==> src/rtl/div_pkg.sv <==
// Shared types and constants for the sequential divider.
package div_pkg;

    localparam int DIV_WIDTH = 32;
    localparam int CNT_W     = $clog2(DIV_WIDTH);

    typedef enum logic [1:0] {
        IDLE = 2'd0,
        BUSY = 2'd1,
        DONE = 2'd2
    } div_state_t;

endpackage

==> src/rtl/div_step.sv <==
// One combinational restoring-division step: shift in a dividend bit, trial-subtract the divisor.
module div_step #(
    parameter int W = 32
) (
    input  logic [W:0]   rem_i,
    input  logic         bit_i,
    input  logic [W-1:0] div_i,
    output logic [W:0]   rem_o,
    output logic         qbit_o
);

    logic [W+1:0] shifted;
    logic [W+1:0] diff;

    // The partial remainder stays below the divisor, so W+2 bits hold the sign of the trial.
    assign shifted = {rem_i, bit_i};
    assign diff    = shifted - {2'b00, div_i};
    assign qbit_o  = ~diff[W+1];
    assign rem_o   = qbit_o ? diff[W:0] : shifted[W:0];

endmodule

==> src/rtl/seq_div.sv <==
// Radix-2 restoring divider, one quotient bit per clock, start/ready handshake.
module seq_div
    import div_pkg::*;
#(
    parameter int WIDTH  = DIV_WIDTH,
    parameter int SIGNED = 0
) (
    input  logic             clk,
    input  logic             _rst,
    input  logic             start,
    input  logic [WIDTH-1:0] a,
    input  logic [WIDTH-1:0] b,
    output logic [WIDTH-1:0] quo,
    output logic [WIDTH-1:0] rem,
    output logic             ready,
    output logic             dbz
);

    localparam int CNT_BITS = (WIDTH > 1) ? $clog2(WIDTH) : 1;
    localparam bit SGN      = (SIGNED != 0);

    div_state_t          state_q, state_d;
    logic [CNT_BITS-1:0] cnt_q, cnt_d;
    logic [WIDTH:0]      part_q, part_d;
    logic [WIDTH-1:0]    shq_q, shq_d;
    logic [WIDTH-1:0]    bmag_q, bmag_d;
    logic                qneg_q, qneg_d;
    logic                rneg_q, rneg_d;
    logic [WIDTH-1:0]    quo_q, quo_d;
    logic [WIDTH-1:0]    rem_q, rem_d;
    logic                ready_q, ready_d;
    logic                dbz_q, dbz_d;

    logic [WIDTH:0]      step_rem;
    logic                step_bit;
    logic                a_neg, b_neg;
    logic [WIDTH-1:0]    a_mag, b_mag;
    logic [WIDTH-1:0]    q_fin, r_fin;

    div_step #(.W(WIDTH)) u_step (
        .rem_i  (part_q),
        .bit_i  (shq_q[WIDTH-1]),
        .div_i  (bmag_q),
        .rem_o  (step_rem),
        .qbit_o (step_bit)
    );

    // Magnitudes are unsigned, so the most-negative value maps to 2^(WIDTH-1) correctly.
    assign a_neg = SGN & a[WIDTH-1];
    assign b_neg = SGN & b[WIDTH-1];
    assign a_mag = a_neg ? (~a + 1'b1) : a;
    assign b_mag = b_neg ? (~b + 1'b1) : b;
    assign q_fin = {shq_q[WIDTH-2:0], step_bit};
    assign r_fin = step_rem[WIDTH-1:0];

    always_comb begin
        state_d = state_q;
        cnt_d   = cnt_q;
        part_d  = part_q;
        shq_d   = shq_q;
        bmag_d  = bmag_q;
        qneg_d  = qneg_q;
        rneg_d  = rneg_q;
        quo_d   = quo_q;
        rem_d   = rem_q;
        ready_d = ready_q;
        dbz_d   = dbz_q;
        case (state_q)
            BUSY: begin
                part_d = step_rem;
                shq_d  = q_fin;
                cnt_d  = cnt_q + 1'b1;
                if (cnt_q == CNT_BITS'(WIDTH - 1)) begin
                    quo_d   = qneg_q ? (~q_fin + 1'b1) : q_fin;
                    rem_d   = rneg_q ? (~r_fin + 1'b1) : r_fin;
                    ready_d = 1'b1;
                    state_d = DONE;
                end
            end
            default: begin
                if (start) begin
                    if (b == '0) begin
                        quo_d   = '1;
                        rem_d   = a;
                        ready_d = 1'b1;
                        dbz_d   = 1'b1;
                        state_d = DONE;
                    end else begin
                        part_d  = '0;
                        shq_d   = a_mag;
                        bmag_d  = b_mag;
                        qneg_d  = a_neg ^ b_neg;
                        rneg_d  = a_neg;
                        cnt_d   = '0;
                        ready_d = 1'b0;
                        dbz_d   = 1'b0;
                        state_d = BUSY;
                    end
                end
            end
        endcase
    end

    always_ff @(posedge clk) begin
        if (!_rst) begin
            state_q <= IDLE;
            cnt_q   <= '0;
            part_q  <= '0;
            shq_q   <= '0;
            bmag_q  <= '0;
            qneg_q  <= 1'b0;
            rneg_q  <= 1'b0;
            quo_q   <= '0;
            rem_q   <= '0;
            ready_q <= 1'b0;
            dbz_q   <= 1'b0;
        end else begin
            state_q <= state_d;
            cnt_q   <= cnt_d;
            part_q  <= part_d;
            shq_q   <= shq_d;
            bmag_q  <= bmag_d;
            qneg_q  <= qneg_d;
            rneg_q  <= rneg_d;
            quo_q   <= quo_d;
            rem_q   <= rem_d;
            ready_q <= ready_d;
            dbz_q   <= dbz_d;
        end
    end

    assign quo   = quo_q;
    assign rem   = rem_q;
    assign ready = ready_q;
    assign dbz   = dbz_q;

endmodule

==> config.mk <==
export PLATFORM = sky130hd
export DESIGN_NAME = seq_div
export DESIGN_NICKNAME = d
export VERILOG_FILES = /design/src/rtl/div_pkg.sv /design/src/rtl/div_step.sv /design/src/rtl/seq_div.sv
export SDC_FILE = /design/constraint.sdc
export NUM_CORES = 1
export LEC_CHECK = 0
export ABC_CLOCK_PERIOD_IN_PS = 2730
export CORE_MARGIN = 4
export CORE_UTILIZATION = 45
export CTS_BUF_LIST = sky130_fd_sc_hd__clkbuf_8
export DETAILED_ROUTE_END_ITERATION = 8
export PLACE_DENSITY = 0.71
export SLEW_MARGIN = 25
export SYNTH_ARGS = -nofsm -noshare
export SYNTH_HDL_FRONTEND = slang
export SYNTH_SLANG_ARGS = --single-unit
==> constraint.sdc <==
create_clock -name clk -period 2.73 [get_ports clk]
set_input_delay 0.273 -clock clk [delete_from_list [all_inputs] [get_ports clk]]
set_output_delay 0.273 -clock clk [all_outputs]
set_load 0.02 [all_outputs]
== Word level (Yosys, flattened, before mapping) ==
Cells that the tools add are included.
W data, S select, Z words.

* Register bits after elaboration: 170
* Word-level logic and storage cells: 52
* Output and inout bits: 66

* Equality and inequality tests: 4
* Add/subtract/negate cells: 2
* Mux-type cells: 26
* Bitwise logic cells: 3
* Reductions and logical operators: 8

{| class="wikitable"
|+ Operators with widths
! operator !! count
|-
| $mux W32 || 11
|-
| $mux W33 || 4
|-
| $sub A34 B32 Y34 || 1
|-
| $logic_not A32 Y1 || 1
|-
| $mux W5 || 3
|-
| $mux W2 || 4
|-
| $reduce_and A2 Y1 || 3
|-
| $reduce_and A3 Y1 || 2
|-
| $add A5 B1 Y5 const B || 1
|-
| $eq A5 B5 Y1 const B || 1
|-
| $mux W1 || 4
|-
| $reduce_bool A2 Y1 || 2
|-
| $not A1 Y1 || 3
|-
| $eq A2 B1 Y1 const B || 1
|-
| $ne A2 B1 Y1 const B || 1
|-
| $ne A2 B2 Y1 const B || 1
|}

== Longest topological paths before layout ==
Gate-level depths: netlist of the first run.

* Depth in word-level cells: 4
* Depth in mapped cells: 13
* Mapped depth without buffers: 12

== Modules after synthesis ==
A second synthesis of the first run with hierarchy kept.

* Cells, all modules: 1060
* Area total of the unflattened synthesis: 9501.6 um^2

{| class="wikitable"
|+ By module, submodules not included
! module !! seq. area each (um^2) !! cells each !! instances !! area each (um^2)
|-
| seq_div || 3383.2 || 754 || 1 || 7288.2
|-
| div_step || 0.0 || 306 || 1 || 2213.4
|}

== Worst setup path after synthesis of the first run ==
OpenSTA, ideal clock, no wires.

* Path kind: register -> register
* Start: reg bmag_q[7]
* End: reg part_q[4]
* Period minus slack after synthesis: 2680 ps
* Cell stages (with the launch flop): 13
* Data required time: 2660 ps
* Slack: 50 ps
* Data arrival time: 2609 ps
* Cell sequence: dfxtp_1 > inv_1 > ha_1 > buf_6 > and3_4 > a221oi_4 > or2b_1 > nand3_2 > a211o_1 > o211ai_2 > buf_2 > mux2_2 > a21oi_1

* Cells in the longest elaborated chain, start to end: 3

{| class="wikitable"
|+ Ends and longest elaborated chain
! what !! RTL line !! source
|-
| start, declared || seq_div.sv:26 || <nowiki>logic [WIDTH-1:0] bmag_q, bmag_d;</nowiki>
|-
| start signal, assigned || seq_div.sv:122 || <nowiki>bmag_q <= bmag_d;</nowiki>
|-
| $sub A34 B32 Y34 || div_step.sv:17 || <nowiki>assign diff = shifted - {2'b00, div_i};</nowiki>
|-
| $mux W33 || div_step.sv:19 || <nowiki>assign rem_o = qbit_o ? diff[W:0] : shifted[W:0];</nowiki>
|-
| $mux W33 || seq_div.sv:68 || <nowiki>case (state_q)</nowiki>
|-
| end signal, assigned || seq_div.sv:120 || <nowiki>part_q <= part_d;</nowiki>
|-
| end, declared || seq_div.sv:24 || <nowiki>logic [WIDTH:0] part_q, part_d;</nowiki>
|}

Every way passes these cells.
A chain may end at the register's enable or synchronous reset.

== Worst setup path in the final report of the first run ==
* Start: reg part_q[0]
* End: reg rem_q[12], in the netlist rem[12]

* Cells in the longest elaborated chain, start to end: 4

{| class="wikitable"
|+ Ends and longest elaborated chain
! what !! RTL line !! source
|-
| $sub A34 B32 Y34 || div_step.sv:17 ||
|-
| $mux W33 || div_step.sv:19 ||
|-
| $mux W32 || seq_div.sv:73 || <nowiki>if (cnt_q == CNT_BITS'(WIDTH - 1)) begin</nowiki>
|-
| $mux W32 || seq_div.sv:68 ||
|-
| end signal, assigned || seq_div.sv:126 || <nowiki>rem_q <= rem_d;</nowiki>
|-
| end, declared || seq_div.sv:30 || <nowiki>logic [WIDTH-1:0] rem_q, rem_d;</nowiki>
|}

Every way passes these cells. The select of a mux whose other input is x is not followed.

==> qor.csv, run 1 <==
metric,value,unit
outcome,finished with violations,
violations in the final reports,setup timing,
Switch Pwr,4.931,mW
prevailing post-synth register cell,sky130_fd_sc_hd__dfxtp_1,
"most common cell after layout, fill and taps aside",sky130_fd_sc_hd__dfxtp_1,
Via Count,9070,
worst vdd rail ir drop,0.7002,mV
part of the total power dissipated in sequential elements,0.247,
power density cells,982.8,nW/µm²
proportion of power drawn by the clock network,0.154,
share of synthesized flip-flops with an asynchronous set or reset,0,
largest family of logic cells by synthesized area,compound AO/OA/AOI/OAI gates,
mean instance size in the synthesized netlist,7.662,µm²
Initial Util,0.4644,
most frequent cells in the layout,"160 x sky130_fd_sc_hd__dfxtp_1, 153 x sky130_fd_sc_hd__nand2_1, 131 x sky130_fd_sc_hd__clkdlybuf4s50_1",
number of remaining DRC errors,0,
cell-by-cell trace of the critical path,ha_4 -> nor2b_4 -> o31a_1 -> o211ai_1 -> nand3_4 -> a211o_4 -> o211ai_4 -> clkbuf_16 -> mux2_4 -> a21oi_2,
antenna cells,0,
mux contribution to synthesized area,0.02771,
largest driver fanout on the critical path,6,
post-route ant nets,0,
Max-cap violations,0,
largest incremental delay on the critical path,0.39,ns
post-synthesis sequential element count,170,
root buffer cell,sky130_fd_sc_hd__clkbuf_8,
Internal Pwr Total,6.931,mW
ratio of final minimum period to clock period,1.034,
least setup slack across all paths after layout,-0.09177,ns
Post-synth EDFFs,0,
final routed wirelength across all metal layers,27.84,mm
Yosys Warn Count,0,
Critical Path Slowest Stage Cell,sky130_fd_sc_hd__a211o_4,
final setup violation count,37,
Die W,147.9,µm
"Req. time, crit path",3.16,ns
Detailed Routing Iterations Pass 1,5,
"area fraction in and, or, nand and nor cells after synthesis",0.2211,
category of cells accounting for the largest share of critical-path delay,compound AO/OA/AOI/OAI gates,
proportion of power drawn by combinational gates,0.599,
peak clock frequency supported by timing,354.4,MHz
number of distinct library cells after synthesis,67,
non-filler cells in the finished layout,1589,
Crit path arrival time,3.25,ns
top-level I/O count,133,
switching power as a share of total power,0.4157,
cell area after synthesis,8803,µm²
Cells after Synth,1149,
pins over their slew limit,0,
CTS max path bufs,2,
Setup TNS Final,-1.863,ns
synthesized-area fraction occupied by xor and xnor cells,0.02189,
grt total ovfl,0,
area added between synthesis and finish,37.10,%
Total Nets Final,1418,
Num Clock Sinks,170,
time the worst path needs with I/O delays and setup,2.822,ns
Rel. slew slack,0.3849,
1st-iter DRT viols,582,
post-route design area,12070,µm²
syn_nets,1251,
unrepaired setup endpoints after global routing,yes,
later-pin clock latency in the skew report,0.49,ns
setup slack of the most critical reg-to-reg path,-0.09,ns
number of antenna violations at the first check in global routing,0,
gr usage total,0.2426,
core area,18960,µm²
final HPWL from detailed placement,20.06,mm
post-DR vias/cell,5.708,
Critical Path Start Type,flop,
CTS clock-pin slew for the worst setup and hold paths,0.11,ns
number of rows in the core area,50,
number of buffers added by the clock tree synthesis step,17,
Tot Pwr,11.86,mW
cell accounting for the most synthesized area,sky130_fd_sc_hd__dfxtp_1,
die boundary height,147.9,µm
Buf/Inv on CP,1,
largest clock skew in the final design,0.01555,ns
share of post-route cells with drive strength above 1,0.1956,
quantity of I/O buffers inserted on ports,132,
weighted congestion at the end of routability-driven global placement,0.9248,
total count of hold-check failures in the final report,0,
number of H-tree levels,4,
pin count of the biggest net entering global routing,58,
total cell area at the placement stage,10880,µm²
critical path capture point type,flop,
leakage power of the design,4.583,nW
post-synthesis sequential area ratio,0.3866,
routed wirelength normalized by instance count,17.52,µm
worst slew pin tran,0.9217,ns
clock tree from TritonCTS,yes,
Die ar.,21870,µm²
main area contributors after synthesis,"sky130_fd_sc_hd__dfxtp_1 39%, sky130_fd_sc_hd__a21oi_1 8.1%, sky130_fd_sc_hd__nand2_1 6.5%",
fraction of post-synthesis cell area in the top cell type by area,0.3866,
dpl cells,1540,
kind of critical path,flop to flop,
wire length of the first global-routing pass,43.24,mm
adder-cell area share of the yosys netlist,0.05060,
type of the worst min-delay path,input port to flop,
post-synthesis compound-gate area fraction,0.2334,
vias in the first global route,8486,
[power by group through the flow]
| stage | Clock, mW | Sequential, mW | Combinational, mW |
|---|---|---|---|
| 2_1_floorplan | 0 | 2.85 | 3.57 |
| 3_3_place_gp | 0 | 2.93 | 5.37 |
| 3_5_place_dp | 0 | 2.93 | 5.40 |
| 4_1_cts | 1.85 | 2.90 | 5.75 |
| 5_1_grt | 1.97 | 2.95 | 7.61 |
| 6_report | 1.83 | 2.93 | 7.10 |
[worst paths after layout]
path | startpoint | end | cells after the start
worst max-delay path | part_q[0] | rem[12] | 10
worst min-delay path | _rst | shq_q[24] | 3
worst max register to register | part_q[0] | rem[12] | 10
worst min register to register | bmag_q[6] | bmag_q[6] | 2
[synthesized netlist by cell type, types with 17 or more instances]
| master | count |
|---|---|
| sky130_fd_sc_hd__nor3_1 | 71 |
| sky130_fd_sc_hd__nor2_1 | 122 |
| sky130_fd_sc_hd__clkbuf_1 | 77 |
| sky130_fd_sc_hd__a21oi_1 | 142 |
| sky130_fd_sc_hd__nand3_1 | 36 |
| sky130_fd_sc_hd__inv_1 | 42 |
| sky130_fd_sc_hd__o21ai_0 | 62 |
| sky130_fd_sc_hd__nand2_1 | 153 |
| sky130_fd_sc_hd__a31oi_1 | 22 |
| sky130_fd_sc_hd__ha_1 | 34 |
| sky130_fd_sc_hd__o221ai_1 | 33 |
| sky130_fd_sc_hd__xnor2_1 | 17 |
| sky130_fd_sc_hd__dfxtp_1 | 170 |
[routing by layer]
layer | GRT usage | wire, µm | up-vias
met4 | 0.09376 | 867 | 0
met5 | 0 | 0 | -
met3 | 0.03679 | 1217 | 64
li1 | - | - | 4439
met1 | 0.3140 | 12090 | 4292
met2 | 0.4090 | 13660 | 275
[cell type report]
class                           instances  area, µm²
Clock buffer                           17      234.0
Multi-Input combinational cell        849       5463
Clock inverter                         15      173.9
Sequential cell                       170       3418
Tap cell                              260      325.3
Fill cell                            1635       6887
Inverter                               42      157.7
Timing Repair Buffer                  236       2297
[flip-flops by register name (all words and copies together), names as in the netlist]
signal / cells
dbz: 1
bmag_q: 32
part_q: 33
rem: 32
quo: 32
state_q: 2
ready: 1
shq_q: 32
cnt_q: 5
[stage by stage]
step	hold WS (ns)	utilization	worst slack, ns
6_report	0.2128	0.6367	-0.09177
5_1_grt	0.2050	0.6367	-0.2138
4_1_cts	0.1986	0.6046	0.001155
3_5_place_dp	0.4465	0.5742	-0.1011
3_3_place_gp	0.4457	0.5742	-0.02689
2_1_floorplan	0.4090	-	0.05031
[tightest hold or removal path, cell delays in order]
cell and delay, ns:
sky130_fd_sc_hd__buf_2 0.22, sky130_fd_sc_hd__o221ai_1 0.12, sky130_fd_sc_hd__nor2_1 0.05
[logic make-up after synthesis]
kind of cell               count (synthesis)
buffers and inverters                    130
muxes                                     22
xor gates and xnor gates                  22
AOI/OAI and AO/OA                        332
adders and majority gates                 35
DFF                                      170
and+or+nand+nor                          438
[timing repair]
item	in CTS	in global routing
buffers inserted	3	10
setup endpoints to repair	55	65
hold buffers	0	0
pin swaps	5	28
gates resized for setup	22	101
gates cloned	1	4
Power figures use the tool's default switching activity.
==> run 2: changes to the inputs <==
--- a/config.mk
+++ b/config.mk
@@ -10,7 +10,9 @@
 export CORE_UTILIZATION = 45
 export CTS_BUF_LIST = sky130_fd_sc_hd__clkbuf_8
 export DETAILED_ROUTE_END_ITERATION = 8
+export GPL_TIMING_DRIVEN = 0
 export PLACE_DENSITY = 0.71
+export SKIP_LAST_GASP = 1
 export SLEW_MARGIN = 25
 export SYNTH_ARGS = -nofsm -noshare
 export SYNTH_HDL_FRONTEND = slang
==> qor.csv, run 2 (synthesis gave the netlist of run 1 again) <==
metric,value,unit
clock tree from TritonCTS,yes,
Die W,147.9,µm
post-DR vias/cell,5.867,
number of antenna violations at the first check in global routing,0,
quantity of I/O buffers inserted on ports,130,
critical path capture point type,flop,
Via Count,9346,
gr usage total,0.2585,
Hold Path Cell Cnt,3,
Num Clock Sinks,170,
worst hold margin,0.2256,ns
final routed wirelength across all metal layers,29.93,mm
CTS clock-pin slew for the worst setup and hold paths,0.10,ns
unrepaired setup endpoints after global routing,yes,
worst vdd rail ir drop,0.6668,mV
die boundary height,147.9,µm
final core area utilization,0.6323,
core area,18960,µm²
power density cells,999.7,nW/µm²
category of cells accounting for the largest share of critical-path delay,compound AO/OA/AOI/OAI gates,
weighted congestion at the end of routability-driven global placement,0.8990,
cell-by-cell trace of the critical path,inv_2 -> ha_4 -> inv_2 -> fa_2 -> a211oi_4 -> o211ai_1 -> a31oi_2 -> buf_4 -> o21ai_4 -> a31oi_1 -> xnor2_1 -> nand3_1 -> a31oi_1,
Detailed Routing Iterations Pass 1,7,
register containing the most flip-flops in the final layout,part_q,
leakage power of the design,4.386,nW
grt total ovfl,0,
total count of hold-check failures in the final report,0,
later-pin clock latency in the skew report,0.48,ns
vias in the first global route,8529,
setup slack of the most critical reg-to-reg path,-0.15,ns
top-level I/O count,133,
area added between synthesis and finish,36.14,%
terminus of the critical flop-to-flop path,rem[18],
antenna cells,0,
worst slew pin tran,0.8577,ns
worst reg2reg startpoint,shq_q[31],
largest incremental delay on the critical path,0.37,ns
pins over their slew limit,0,
type of the worst min-delay path,input port to flop,
number of buffers added by the clock tree synthesis step,17,
most frequent cells in the layout,"151 x sky130_fd_sc_hd__nand2_1, 148 x sky130_fd_sc_hd__dfxtp_1, 130 x sky130_fd_sc_hd__clkdlybuf4s50_1",
critical hold path startpoint,start,
CTS max path bufs,2,
pin count of the biggest net entering global routing,19,
"most common cell after layout, fill and taps aside",sky130_fd_sc_hd__nand2_1,
ratio of final minimum period to clock period,1.054,
Total Nets Final,1422,
Max-cap violations,0,
Die ar.,21870,µm²
"Req. time, crit path",3.13,ns
Crit path arrival time,3.28,ns
number of remaining DRC errors,0,
number of H-tree levels,4,
Buf/Inv on CP,3,
number of rows in the core area,50,
Critical Path Start Type,flop,
share of post-route cells with drive strength above 1,0.1935,
wire length of the first global-routing pass,45.49,mm
kind of critical path,flop to flop,
post-route ant nets,0,
root buffer cell,sky130_fd_sc_hd__clkbuf_8,
Initial Util,0.4644,
final HPWL from detailed placement,21.55,mm
time the worst path needs with I/O delays and setup,2.878,ns
largest driver fanout on the critical path,3,
final setup violation count,60,
least setup slack across all paths after layout,-0.1484,ns
Rel. slew slack,0.4282,
routed wirelength normalized by instance count,18.79,µm
violations in the final reports,setup timing,
peak clock frequency supported by timing,347.4,MHz
CTS Hold Bufs,0,
Hold Path Sink,dbz,
1st-iter DRT viols,911,
cell count of the worst reg-to-reg path,13,
Critical Path Slowest Stage Cell,sky130_fd_sc_hd__a31oi_2,
max FFs per register,33,
largest clock skew in the final design,0.01364,ns
outcome,finished with violations,
-- run 2: cell count changes in the layout (fill, tap and decap cells not counted), moves of 7 or more --
cell	previous run	this run
sky130_fd_sc_hd__buf_4	87	25
sky130_fd_sc_hd__clkbuf_1	0	51
sky130_fd_sc_hd__clkbuf_2	0	16
sky130_fd_sc_hd__dfxtp_1	160	148
sky130_fd_sc_hd__dfxtp_2	9	21
sky130_fd_sc_hd__a21oi_1	105	96
sky130_fd_sc_hd__buf_12	8	1
sky130_fd_sc_hd__ha_1	21	14
-- run 2: what timing repair did --
| item | 4_1_cts | 5_1_grt |
|---|---|---|
| setup endpoints to repair | 122 | 157 |
| cloned | 2 | 1 |
| pin swaps | 30 | 45 |
| hold endpoints to repair | 0 | 0 |
| setup buffers | 19 | 12 |
| gates resized for setup | 117 | 137 |
-- run 2: how the worst max path moves through the flow --
| stage | startpoint | end | slack, ns | depth (start not counted) |
|---|---|---|---|---|
| floorplan | bmag_q[7] | part_q[4] | 0.05 | 12 |
| global placement | b[7] | part_q[29] | -0.79 | 9 |
| detailed placement | b[7] | part_q[29] | -0.82 | 9 |
| CTS | bmag_q[1] | part_q[16] | -0.16 | 13 |
| global route | shq_q[31] | rem[18] | -0.26 | 13 |
| finish | shq_q[31] | rem[18] | -0.15 | 13 |
-- run 2: area by class of cell --
class	count	area (µm²)
fillers	1688	6970
multi-input cells	849	5687
well taps	260	325.3
repair buffers	163	1609
plain buffers	77	380.4
clock buffers	18	247.7
flip-flops and latches	170	3433
clock inverters	14	145.1
inverters	42	157.7
-- run 2: through the flow --
step                area, µm²  setup WS, ns  power, mW  setup TNS (ns)  std cells
finish                  11990       -0.1484      11.98          -4.292       1593
global route            11990       -0.2606      12.51          -10.02       1593
CTS                     11430       -0.1599      10.71          -5.423       1585
detailed placement      10430       -0.8182      7.584          -86.51       1539
global placement        10430       -0.7908      7.541          -84.20       1539
floorplan                8803       0.05031      6.416               0       1149
-- run 2: worst register-to-register path: cells and delay by family, from the launching register on --
family                   cells  cell delay, ns
buffers and inverters        3            0.33
adder cells (fa/ha/maj)      2            0.51
XOR/XNOR                     1            0.15
flip-flops                   1            0.34
AO/OA/AOI/OAI                6            1.33
AND/OR/NAND/NOR              1            0.15
-- run 2: report_power, final --
| part | total (mW) | leakage (nW) | switching (mW) | internal, mW |
|---|---|---|---|---|
| sequential | 2.93 | 1.39 | 0.232 | 2.69 |
| combinational | 7.24 | 2.80 | 3.90 | 3.34 |
| clock | 1.81 | 0.194 | 1.10 | 0.706 |
-- run 2: per-layer routing --
metal / part of all wire / GRT usage / vias to the layer above
met2: 0.47 / 0.4233 / 408
met5: 0 / 0 / -
met1: 0.43 / 0.3506 / 4414
met3: 0.066 / 0.04537 / 81
li1: - / - / 4443
met4: 0.031 / 0.07760 / 0
==> run 3: changes to the inputs <==
--- a/config.mk
+++ b/config.mk
@@ -12,7 +12,6 @@
 export DETAILED_ROUTE_END_ITERATION = 8
 export GPL_TIMING_DRIVEN = 0
 export PLACE_DENSITY = 0.71
-export SKIP_LAST_GASP = 1
 export SLEW_MARGIN = 25
 export SYNTH_ARGS = -nofsm -noshare
 export SYNTH_HDL_FRONTEND = slang
==> qor.csv, run 3 (synthesis gave the netlist of run 1 again) <==
metric,value,unit
number of remaining DRC errors,0,
top-level I/O count,133,
weighted congestion at the end of routability-driven global placement,0.8990,
post-DR vias/cell,5.870,
Die ar.,21870,µm²
post-route ant nets,0,
critical path capture point type,flop,
final HPWL from detailed placement,21.55,mm
worst slew pin tran,0.8587,ns
later-pin clock latency in the skew report,0.48,ns
gr usage total,0.2585,
final core area utilization,0.6345,
register containing the most flip-flops in the final layout,part_q,
pin count of the biggest net entering global routing,19,
Tot Pwr,12.01,mW
Crit path arrival time,3.24,ns
number of buffers added by the clock tree synthesis step,17,
violations in the final reports,setup timing,
number of rows in the core area,50,
unrepaired setup endpoints after global routing,yes,
routed wirelength normalized by instance count,18.86,µm
"most common cell after layout, fill and taps aside",sky130_fd_sc_hd__nand2_1,
grt total ovfl,0,
number of H-tree levels,4,
core area,18960,µm²
pins over their slew limit,0,
minimum setup slack after placement,-0.8182,ns
1st-iter DRT viols,907,
Critical Path Start Type,flop,
largest clock skew in the final design,0.01380,ns
clock tree from TritonCTS,yes,
largest driver fanout on the critical path,7,
Die W,147.9,µm
worst vdd rail ir drop,0.6753,mV
kind of critical path,flop to flop,
Max-cap violations,0,
final routed wirelength across all metal layers,30.08,mm
root buffer cell,sky130_fd_sc_hd__clkbuf_8,
leakage power of the design,4.409,nW
Via Count,9363,
setup slack of the most critical reg-to-reg path,-0.17,ns
CTS max path bufs,2,
share of post-route cells with drive strength above 1,0.2015,
type of the worst min-delay path,input port to flop,
Total Nets Final,1424,
ratio of final minimum period to clock period,1.062,
wire length of the first global-routing pass,45.46,mm
peak clock frequency supported by timing,344.8,MHz
Num Clock Sinks,170,
outcome,finished with violations,
vias in the first global route,8528,
quantity of I/O buffers inserted on ports,130,
total count of hold-check failures in the final report,0,
"Req. time, crit path",3.07,ns
area added between synthesis and finish,36.61,%
Rel. slew slack,0.4275,
CTS clock-pin slew for the worst setup and hold paths,0.10,ns
time the worst path needs with I/O delays and setup,2.900,ns
power density cells,998.3,nW/µm²
max FFs per register,33,
least setup slack across all paths after layout,-0.1699,ns
final-layout fill cell count,1674,
Initial Util,0.4644,
Detailed Routing Iterations Pass 1,5,
die boundary height,147.9,µm
final setup violation count,62,
number of antenna violations at the first check in global routing,0,
most frequent cells in the layout,"151 x sky130_fd_sc_hd__nand2_1, 148 x sky130_fd_sc_hd__dfxtp_1, 130 x sky130_fd_sc_hd__clkdlybuf4s50_1",
antenna cells,0,
[run 3: power by group]
| group | internal [mW] | switching (mW) |
|---|---|---|
| combinational | 3.39 | 3.89 |
| clock | 0.706 | 1.11 |
| sequential | 2.69 | 0.226 |
[run 3: cell type report]
cell class                 instances  area [µm²]  area share
multi-input combinational        849        5702      0.4741
inverter                          42       157.7     0.01311
timing repair buffer             165        1633      0.1358
clock inverter                    14       145.1     0.01207
clock buffer                      18       247.7     0.02060
sequential                       170        3433      0.2855
buffer                            77       382.9     0.03184
tap                              260       325.3     0.02705
[run 3: metrics by stage]
stage	std cells	TNS [ns]	area [µm²]	hold WS (ns)
after floorplan	1149	0	8803	0.4090
after global placement	1539	-84.20	10430	0.4455
after detailed placement	1539	-86.51	10430	0.4489
after CTS	1585	-5.323	11450	0.1926
after global routing	1595	-10.30	12030	0.2585
final	1595	-4.829	12030	0.2174
[run 3: critical path, stage by stage, from the launching register on]
cell                       delay (ns)
sky130_fd_sc_hd__dfxtp_2         0.33
sky130_fd_sc_hd__inv_2           0.09
sky130_fd_sc_hd__ha_4            0.20
sky130_fd_sc_hd__nor2b_4         0.12
sky130_fd_sc_hd__o31a_1          0.26
sky130_fd_sc_hd__o211ai_1        0.37
sky130_fd_sc_hd__nand3_4         0.17
sky130_fd_sc_hd__a211o_4         0.39
sky130_fd_sc_hd__o211a_4         0.17
sky130_fd_sc_hd__buf_8           0.14
sky130_fd_sc_hd__buf_8           0.13
sky130_fd_sc_hd__buf_12          0.14
sky130_fd_sc_hd__nand4b_1        0.13
sky130_fd_sc_hd__a31oi_1         0.11
[run 3: path summary, 6_finish.rpt]
check             startpoint  cells past startpoint    endpoint
setup / recovery   bmag_q[1]                     13  part_q[30]
hold / removal         start                      3         dbz
setup reg to reg   bmag_q[1]                     13  part_q[30]
hold reg to reg    bmag_q[8]                      2   bmag_q[8]
[run 3: repair_timing]
item,CTS,global route
endpoints found under the setup margin,122,157
gates cloned,2,1
resized for setup,122,138
endpoints found under the hold margin,0,0
pin swaps,32,49
buffers inserted,19,14
hold buffers,0,0
[run 3: routing by layer]
metal	share of wire	vias up	GRT usage
li1	-	4444	-
met1	0.43	4458	0.3502
met2	0.47	387	0.4256
met3	0.065	74	0.04292
met4	0.031	0	0.07714
met5	0	-	0
